==> src/rtl/memory_bus_pkg.sv <==
// Shared types and constants for the memory bus arbiter and its environment.
package memory_bus_pkg;

    localparam int ADDR_W = 16;
    localparam int DATA_W = 32;
    localparam int MASK_W = 4;

    typedef enum logic [1:0] {
        IDLE   = 2'd0,
        ACCESS = 2'd1,
        WAIT   = 2'd2,
        DONE   = 2'd3
    } state_t;

    typedef enum logic {
        OWNER_CPU = 1'b0,
        OWNER_DMA = 1'b1
    } owner_t;

    typedef logic [1:0] bank_t;

    localparam bank_t BANK_RAM    = 2'b00;
    localparam bank_t BANK_ROM    = 2'b01;
    localparam bank_t BANK_PERIPH = 2'b10;
    localparam bank_t BANK_BRAM   = 2'b11;

    // Bank select lives in the top two address bits; decode happens downstream.
    function automatic bank_t bank_of(input logic [ADDR_W-1:0] addr);
        return addr[ADDR_W-1 -: 2];
    endfunction

endpackage

==> src/rtl/memory_bus_arbiter_if.sv <==
// Requester-side handshakes and the memory_bus port of the arbiter, in one bundle.
interface memory_bus_arbiter_if;
    import memory_bus_pkg::*;

    logic              cpu_req;
    logic              cpu_write;
    logic [ADDR_W-1:0] cpu_address;
    logic [DATA_W-1:0] cpu_data_in;
    logic [MASK_W-1:0] cpu_write_mask;
    logic [DATA_W-1:0] cpu_data_out;
    logic              cpu_ready;

    logic              dma_req;
    logic              dma_write;
    logic [ADDR_W-1:0] dma_address;
    logic [DATA_W-1:0] dma_data_in;
    logic [MASK_W-1:0] dma_write_mask;
    logic [DATA_W-1:0] dma_data_out;
    logic              dma_ready;

    logic [ADDR_W-1:0] bus_address;
    logic [DATA_W-1:0] bus_data_in;
    logic [MASK_W-1:0] bus_write_mask;
    logic              bus_write_enable;
    logic              bus_enable;
    logic [DATA_W-1:0] bus_data_out;
    logic              busy;

    // Arbiter's view.
    modport master (
        input  cpu_req, cpu_write, cpu_address, cpu_data_in, cpu_write_mask,
        output cpu_data_out, cpu_ready,
        input  dma_req, dma_write, dma_address, dma_data_in, dma_write_mask,
        output dma_data_out, dma_ready,
        output bus_address, bus_data_in, bus_write_mask, bus_write_enable, bus_enable,
        input  bus_data_out,
        output busy
    );

    // Requesters' and memory's view.
    modport slave (
        output cpu_req, cpu_write, cpu_address, cpu_data_in, cpu_write_mask,
        input  cpu_data_out, cpu_ready,
        output dma_req, dma_write, dma_address, dma_data_in, dma_write_mask,
        input  dma_data_out, dma_ready,
        input  bus_address, bus_data_in, bus_write_mask, bus_write_enable, bus_enable,
        output bus_data_out,
        input  busy
    );

endinterface

==> src/rtl/arbiter_rr2.sv <==
// Two-way round-robin picker (bit0 = CPU, bit1 = DMA) with a CPU burst allowance.
// Latency: grant is combinational from the reqs; state advances on grant_strobe.
// Backpressure: none; the caller decides when a grant is taken via grant_strobe.
module arbiter_rr2
    import memory_bus_pkg::*;
#(
    parameter int CPU_BURST = 4
) (
    input  logic       clk,
    input  logic       rst_n,
    input  logic       cpu_req,
    input  logic       dma_req,
    input  logic       grant_strobe,
    output logic [1:0] grant
);

    localparam logic [3:0] BURST_MAX = 4'(CPU_BURST);

    owner_t     last_owner;
    logic [3:0] burst_cnt;

    always_comb begin
        grant = 2'b00;
        if (cpu_req && dma_req) begin
            // CPU may keep the bus for a bounded run even while DMA waits.
            if (last_owner == OWNER_CPU && burst_cnt < BURST_MAX)
                grant = 2'b01;
            else if (last_owner == OWNER_CPU)
                grant = 2'b10;
            else
                grant = 2'b01;
        end else if (cpu_req) begin
            grant = 2'b01;
        end else if (dma_req) begin
            grant = 2'b10;
        end
    end

    always_ff @(posedge clk or negedge rst_n) begin
        if (!rst_n) begin
            last_owner <= OWNER_DMA;
            burst_cnt  <= 4'd0;
        end else if (grant_strobe && grant[1]) begin
            last_owner <= OWNER_DMA;
            burst_cnt  <= 4'd0;
        end else if (grant_strobe && grant[0]) begin
            last_owner <= OWNER_CPU;
            if (!dma_req)
                burst_cnt <= 4'd0;
            else if (burst_cnt < BURST_MAX)
                burst_cnt <= burst_cnt + 4'd1;
        end else if (!dma_req) begin
            burst_cnt <= 4'd0;
        end
    end

endmodule

==> src/rtl/memory_bus_arbiter.sv <==
// Shares memory_bus between CPU and DMA: address phase, READ_WAIT wait cycles (reads), ready pulse.
// Latency: write 3 cycles, read 3+READ_WAIT cycles from req in IDLE to the one-cycle ready.
// Backpressure: requesters hold req until ready; fields are sampled only at grant.
module memory_bus_arbiter
    import memory_bus_pkg::*;
#(
    parameter int READ_WAIT = 1,
    parameter int CPU_BURST = 4
) (
    input  logic                 raw_clk,
    input  logic                 reset,
    memory_bus_arbiter_if.master bus
);

    localparam logic [1:0] WAIT_LAST = 2'(READ_WAIT - 1);

    state_t     state;
    owner_t     owner;
    logic [1:0] wait_cnt;
    logic [1:0] grant;
    logic       any_req;
    logic       grant_strobe;

    assign any_req      = bus.cpu_req | bus.dma_req;
    assign grant_strobe = any_req && (state == IDLE || state == DONE);

    arbiter_rr2 #(
        .CPU_BURST(CPU_BURST)
    ) u_rr (
        .clk         (raw_clk),
        .rst_n       (reset),
        .cpu_req     (bus.cpu_req),
        .dma_req     (bus.dma_req),
        .grant_strobe(grant_strobe),
        .grant       (grant)
    );

    always_ff @(posedge raw_clk or negedge reset) begin
        if (!reset) begin
            state                <= IDLE;
            owner                <= OWNER_CPU;
            wait_cnt             <= 2'd0;
            bus.bus_address      <= '0;
            bus.bus_data_in      <= '0;
            bus.bus_write_mask   <= '0;
            bus.bus_write_enable <= 1'b0;
            bus.bus_enable       <= 1'b0;
            bus.busy             <= 1'b0;
            bus.cpu_data_out     <= '0;
            bus.cpu_ready        <= 1'b0;
            bus.dma_data_out     <= '0;
            bus.dma_ready        <= 1'b0;
        end else begin
            bus.cpu_ready <= 1'b0;
            bus.dma_ready <= 1'b0;
            case (state)
                IDLE, DONE: begin
                    if (any_req) begin
                        state          <= ACCESS;
                        bus.busy       <= 1'b1;
                        bus.bus_enable <= 1'b1;
                        if (grant[1]) begin
                            owner                <= OWNER_DMA;
                            bus.bus_address      <= bus.dma_address;
                            bus.bus_data_in      <= bus.dma_data_in;
                            bus.bus_write_mask   <= bus.dma_write_mask;
                            bus.bus_write_enable <= bus.dma_write;
                        end else begin
                            owner                <= OWNER_CPU;
                            bus.bus_address      <= bus.cpu_address;
                            bus.bus_data_in      <= bus.cpu_data_in;
                            bus.bus_write_mask   <= bus.cpu_write_mask;
                            bus.bus_write_enable <= bus.cpu_write;
                        end
                    end else begin
                        state    <= IDLE;
                        bus.busy <= 1'b0;
                    end
                end
                ACCESS: begin
                    // Enables are single-cycle: peripheral reads have side effects.
                    bus.bus_enable       <= 1'b0;
                    bus.bus_write_enable <= 1'b0;
                    if (bus.bus_write_enable) begin
                        state <= DONE;
                        if (owner == OWNER_DMA) bus.dma_ready <= 1'b1;
                        else                    bus.cpu_ready <= 1'b1;
                    end else begin
                        state    <= WAIT;
                        wait_cnt <= WAIT_LAST;
                    end
                end
                WAIT: begin
                    if (wait_cnt == 2'd0) begin
                        state <= DONE;
                        if (owner == OWNER_DMA) begin
                            bus.dma_data_out <= bus.bus_data_out;
                            bus.dma_ready    <= 1'b1;
                        end else begin
                            bus.cpu_data_out <= bus.bus_data_out;
                            bus.cpu_ready    <= 1'b1;
                        end
                    end else begin
                        wait_cnt <= wait_cnt - 2'd1;
                    end
                end
                default: state <= IDLE;
            endcase
        end
    end

endmodule

==> src/flat_wrapper.sv <==
// flat-port wrapper written by rule: the top's interface ports become plain ports
module memory_bus_arbiter_flat import memory_bus_pkg::*;
#(
    parameter int READ_WAIT = 1,
    parameter int CPU_BURST = 4
)
  (raw_clk, reset, bus_cpu_req, bus_cpu_write, bus_cpu_address, bus_cpu_data_in, bus_cpu_write_mask, bus_cpu_data_out, bus_cpu_ready, bus_dma_req, bus_dma_write, bus_dma_address, bus_dma_data_in, bus_dma_write_mask, bus_dma_data_out, bus_dma_ready, bus_bus_address, bus_bus_data_in, bus_bus_write_mask, bus_bus_write_enable, bus_bus_enable, bus_bus_data_out, bus_busy);
  memory_bus_arbiter_if bus_i ();
  input  logic raw_clk;
  input  logic reset;
  input wire logic [$bits(bus_i.cpu_req)-1:0] bus_cpu_req;
  input wire logic [$bits(bus_i.cpu_write)-1:0] bus_cpu_write;
  input wire logic [$bits(bus_i.cpu_address)-1:0] bus_cpu_address;
  input wire logic [$bits(bus_i.cpu_data_in)-1:0] bus_cpu_data_in;
  input wire logic [$bits(bus_i.cpu_write_mask)-1:0] bus_cpu_write_mask;
  output wire logic [$bits(bus_i.cpu_data_out)-1:0] bus_cpu_data_out;
  output wire logic [$bits(bus_i.cpu_ready)-1:0] bus_cpu_ready;
  input wire logic [$bits(bus_i.dma_req)-1:0] bus_dma_req;
  input wire logic [$bits(bus_i.dma_write)-1:0] bus_dma_write;
  input wire logic [$bits(bus_i.dma_address)-1:0] bus_dma_address;
  input wire logic [$bits(bus_i.dma_data_in)-1:0] bus_dma_data_in;
  input wire logic [$bits(bus_i.dma_write_mask)-1:0] bus_dma_write_mask;
  output wire logic [$bits(bus_i.dma_data_out)-1:0] bus_dma_data_out;
  output wire logic [$bits(bus_i.dma_ready)-1:0] bus_dma_ready;
  output wire logic [$bits(bus_i.bus_address)-1:0] bus_bus_address;
  output wire logic [$bits(bus_i.bus_data_in)-1:0] bus_bus_data_in;
  output wire logic [$bits(bus_i.bus_write_mask)-1:0] bus_bus_write_mask;
  output wire logic [$bits(bus_i.bus_write_enable)-1:0] bus_bus_write_enable;
  output wire logic [$bits(bus_i.bus_enable)-1:0] bus_bus_enable;
  input wire logic [$bits(bus_i.bus_data_out)-1:0] bus_bus_data_out;
  output wire logic [$bits(bus_i.busy)-1:0] bus_busy;
  assign bus_i.cpu_req = bus_cpu_req;
  assign bus_i.cpu_write = bus_cpu_write;
  assign bus_i.cpu_address = bus_cpu_address;
  assign bus_i.cpu_data_in = bus_cpu_data_in;
  assign bus_i.cpu_write_mask = bus_cpu_write_mask;
  assign bus_cpu_data_out = bus_i.cpu_data_out;
  assign bus_cpu_ready = bus_i.cpu_ready;
  assign bus_i.dma_req = bus_dma_req;
  assign bus_i.dma_write = bus_dma_write;
  assign bus_i.dma_address = bus_dma_address;
  assign bus_i.dma_data_in = bus_dma_data_in;
  assign bus_i.dma_write_mask = bus_dma_write_mask;
  assign bus_dma_data_out = bus_i.dma_data_out;
  assign bus_dma_ready = bus_i.dma_ready;
  assign bus_bus_address = bus_i.bus_address;
  assign bus_bus_data_in = bus_i.bus_data_in;
  assign bus_bus_write_mask = bus_i.bus_write_mask;
  assign bus_bus_write_enable = bus_i.bus_write_enable;
  assign bus_bus_enable = bus_i.bus_enable;
  assign bus_i.bus_data_out = bus_bus_data_out;
  assign bus_busy = bus_i.busy;
  memory_bus_arbiter #(.READ_WAIT(READ_WAIT), .CPU_BURST(CPU_BURST)) u_core (.raw_clk(raw_clk), .reset(reset), .bus(bus_i));
endmodule
==> config.mk <==
export PLATFORM = sky130hd
export DESIGN_NAME = memory_bus_arbiter_flat
export DESIGN_NICKNAME = d
export VERILOG_FILES = /design/src/rtl/memory_bus_pkg.sv /design/src/rtl/memory_bus_arbiter_if.sv /design/src/rtl/arbiter_rr2.sv /design/src/rtl/memory_bus_arbiter.sv /design/src/flat_wrapper.sv
export SDC_FILE = /design/constraint.sdc
export NUM_CORES = 1
export LEC_CHECK = 0
export BUFFER_PORTS_ARGS = -buffer_cell sky130_fd_sc_hd__buf_4
export CORE_UTILIZATION = 24
export CTS_CLUSTER_SIZE = 16
export DETAILED_ROUTE_END_ITERATION = 8
export SLEW_MARGIN = 25
export SYNTH_ARGS = -nofsm -noshare
export SYNTH_HDL_FRONTEND = slang
export SYNTH_HIERARCHICAL = 1
export SYNTH_SLANG_ARGS = --single-unit
==> constraint.sdc <==
create_clock -name raw_clk -period 2.94 [get_ports raw_clk]
set_input_delay 0.441 -clock raw_clk [delete_from_list [all_inputs] [get_ports raw_clk]]
set_output_delay 0.441 -clock raw_clk [all_outputs]
set_load 0.01 [all_outputs]
==> metrics <==
setup_tns 0 ns; fin crit period 2.05 ns; M1 wire length 6.37 mm; GR Overflow Total 0; Die Span X 158 um; critical path class reg -> reg; Antenna Nets Post-Route 0; FF+latch area 0.00328 mm2; Max VDD drop 0.461 mV; TritonCTS Buffers 17; synthesized net count 583; initial antenna violation count 0; class of the worst hold path in -> reg; Area Overhead vs Synth 49.9%; power per cell area 1110 mW/mm2; routed vias/inst 4.03; CP Data Arrival Time 2.33 ns; full die area 0.0248 mm2; layout cell share with drive strength beyond 1 0.521; Clock Sinks 131; WL final 14.2 mm; Synth warnings 6; Row Count 56; Slew Limit Fails 0; Synth Area per Inst 13.4 um2; # nets final 848; via count 4152; hold depth 2; Post-CTS Resized 0; first-pass GRT wire length 22.1 mm; RSZ-0062 raised after global routing no; Static Leak 4.35 nW; highest routed layer met4; CP Launch Type register; Cell Area, Synth 0.00581 mm2; commonest cells after routing, fill and taps aside 264 x buf_4, 130 x dfrtp_1, 60 x mux2_4, 60 x nand2_1, 58 x mux2i_1; final worst path period share 0.696; leading cell type in the layout, fill and taps excluded buf_4; Clock Tree Root clkbuf_16; DRT Pass-1 Iters 4; Max Cap Viol 0; Initial Utilization 0.246; vias in the first global route 4146; met2 WL 6.50 mm; DR iter-0 viols 100; Fmax achieved 0.489 GHz; IO buf count 262; CP required 3.22 ns; routed wl met3 1.23 mm; FF-to-FF path depth 4; setup violators final 0; slew margin rel. 0.524; die height 158 um; diodes inserted 0; CTS tree built; final hold violation count 0; IO Count 263; number of H-tree levels 4; Worst-Skew Late Latency 0.41 ns; clock-pin slew on the worst setup and hold paths 0.06 ns; clk buf depth 2; RePlAce Congestion 0.685; Total GRT Usage 0.117; pin count of the biggest net entering global routing 109; Worst Tran Pin Value 0.714 ns; Core ar. 0.0236 mm2; Post-DP HPWL 10.3 mm; smallest hold slack 0.274 ns; DR WL/cell 13.8 um; status completed; DRC violations left 0; fill cell count 2353; Multi-input gate area 0.00234 mm2; Worst Path Max Fanout 32; critical path capture point type register; post-route clock skew 0.00827 ns; Cells after Synth 434
-- path summary, 6_finish.rpt --
kind	slack, ns	from	endpoint
max in group asynchronous	1.58	reset	u_core/bus.bus_data_in[10]$_DFFE_PN0P_
worst min-delay path	0.27	bus_bus_data_out[10]	u_core/bus.cpu_data_out[10]$_DFFE_PN0P_
min in group asynchronous	0.56	reset	u_core/bus.cpu_data_out[3]$_DFFE_PN0P_
worst max-delay path	0.89	u_core/state[0]$_DFFE_PN0P_	u_core/bus.cpu_data_out[24]$_DFFE_PN0P_
worst max register to register	0.89	u_core/state[0]$_DFFE_PN0P_	u_core/bus.cpu_data_out[24]$_DFFE_PN0P_
worst min register to register	0.48	u_core/bus.bus_write_mask[2]$_DFFE_PN0P_	u_core/bus.bus_write_mask[2]$_DFFE_PN0P_
-- routing by layer --
layer,global-route usage,vias to the layer above
met3,0.0465,8
li1,-,2035
met5,0,-
met1,0.148,1910
met2,0.181,199
met4,0.0416,0
-- repair_timing --
item	CTS	global route
buffers inserted	0	0
hold buffers	1	0
hold endpoints to repair	13	0
-- registers in the layout, indices dropped and copies added, names as in the netlist --
name,flops
u_core/state,2
u_core/bus.bus_address,16
u_core/bus.busy,1
u_core/bus.bus_write_mask,4
u_core/bus.cpu_data_out,32
u_core/wait_cnt,2
u_core/bus.dma_ready,1
u_core/bus.bus_write_enable,1
u_core/u_rr/burst_cnt,4
u_core/owner,1
u_core/bus.dma_data_out,32
u_core/bus.bus_data_in,32
u_core/bus.cpu_ready,1
u_core/u_rr/last_owner,1
u_core/bus.bus_enable,1
-- critical path, stage by stage (launching register included) --
cell      delay, ns
dfrtp_1        0.41
inv_1          0.09
ha_1           0.29
nand3b_4       0.57
mux2_4         0.51
-- power breakdown --
part,internal [mW],switching [mW],leakage (nW)
clock network,1.26,0.839,0.278
logic,2.37,1.91,2.50
registers,2.72,0.524,1.57
total,6.35,3.27,4.35
-- through the flow --
step	instances	area [um2]	util	setup WS, ns	power, mW
3_3_place_gp	998	8110	0.344	0.950	7.55
4_1_cts	1031	8700	0.369	0.892	9.79
2_1_floorplan	434	5810	-	1.09	5.69
3_5_place_dp	998	8110	0.344	0.902	7.62
6_report	1031	8700	0.369	0.894	9.62
5_1_grt	1031	8700	0.369	0.808	10.3
-- area by class of cell --
cell class              count  share of cell area
inverters                  11             0.00474
clock buffers              18              0.0493
well taps                 319              0.0459
multi-input cells         269               0.269
flip-flops and latches    131               0.377
clock inverters            14              0.0177
repair buffers            269               0.237
Power figures use the tool's default switching activity.
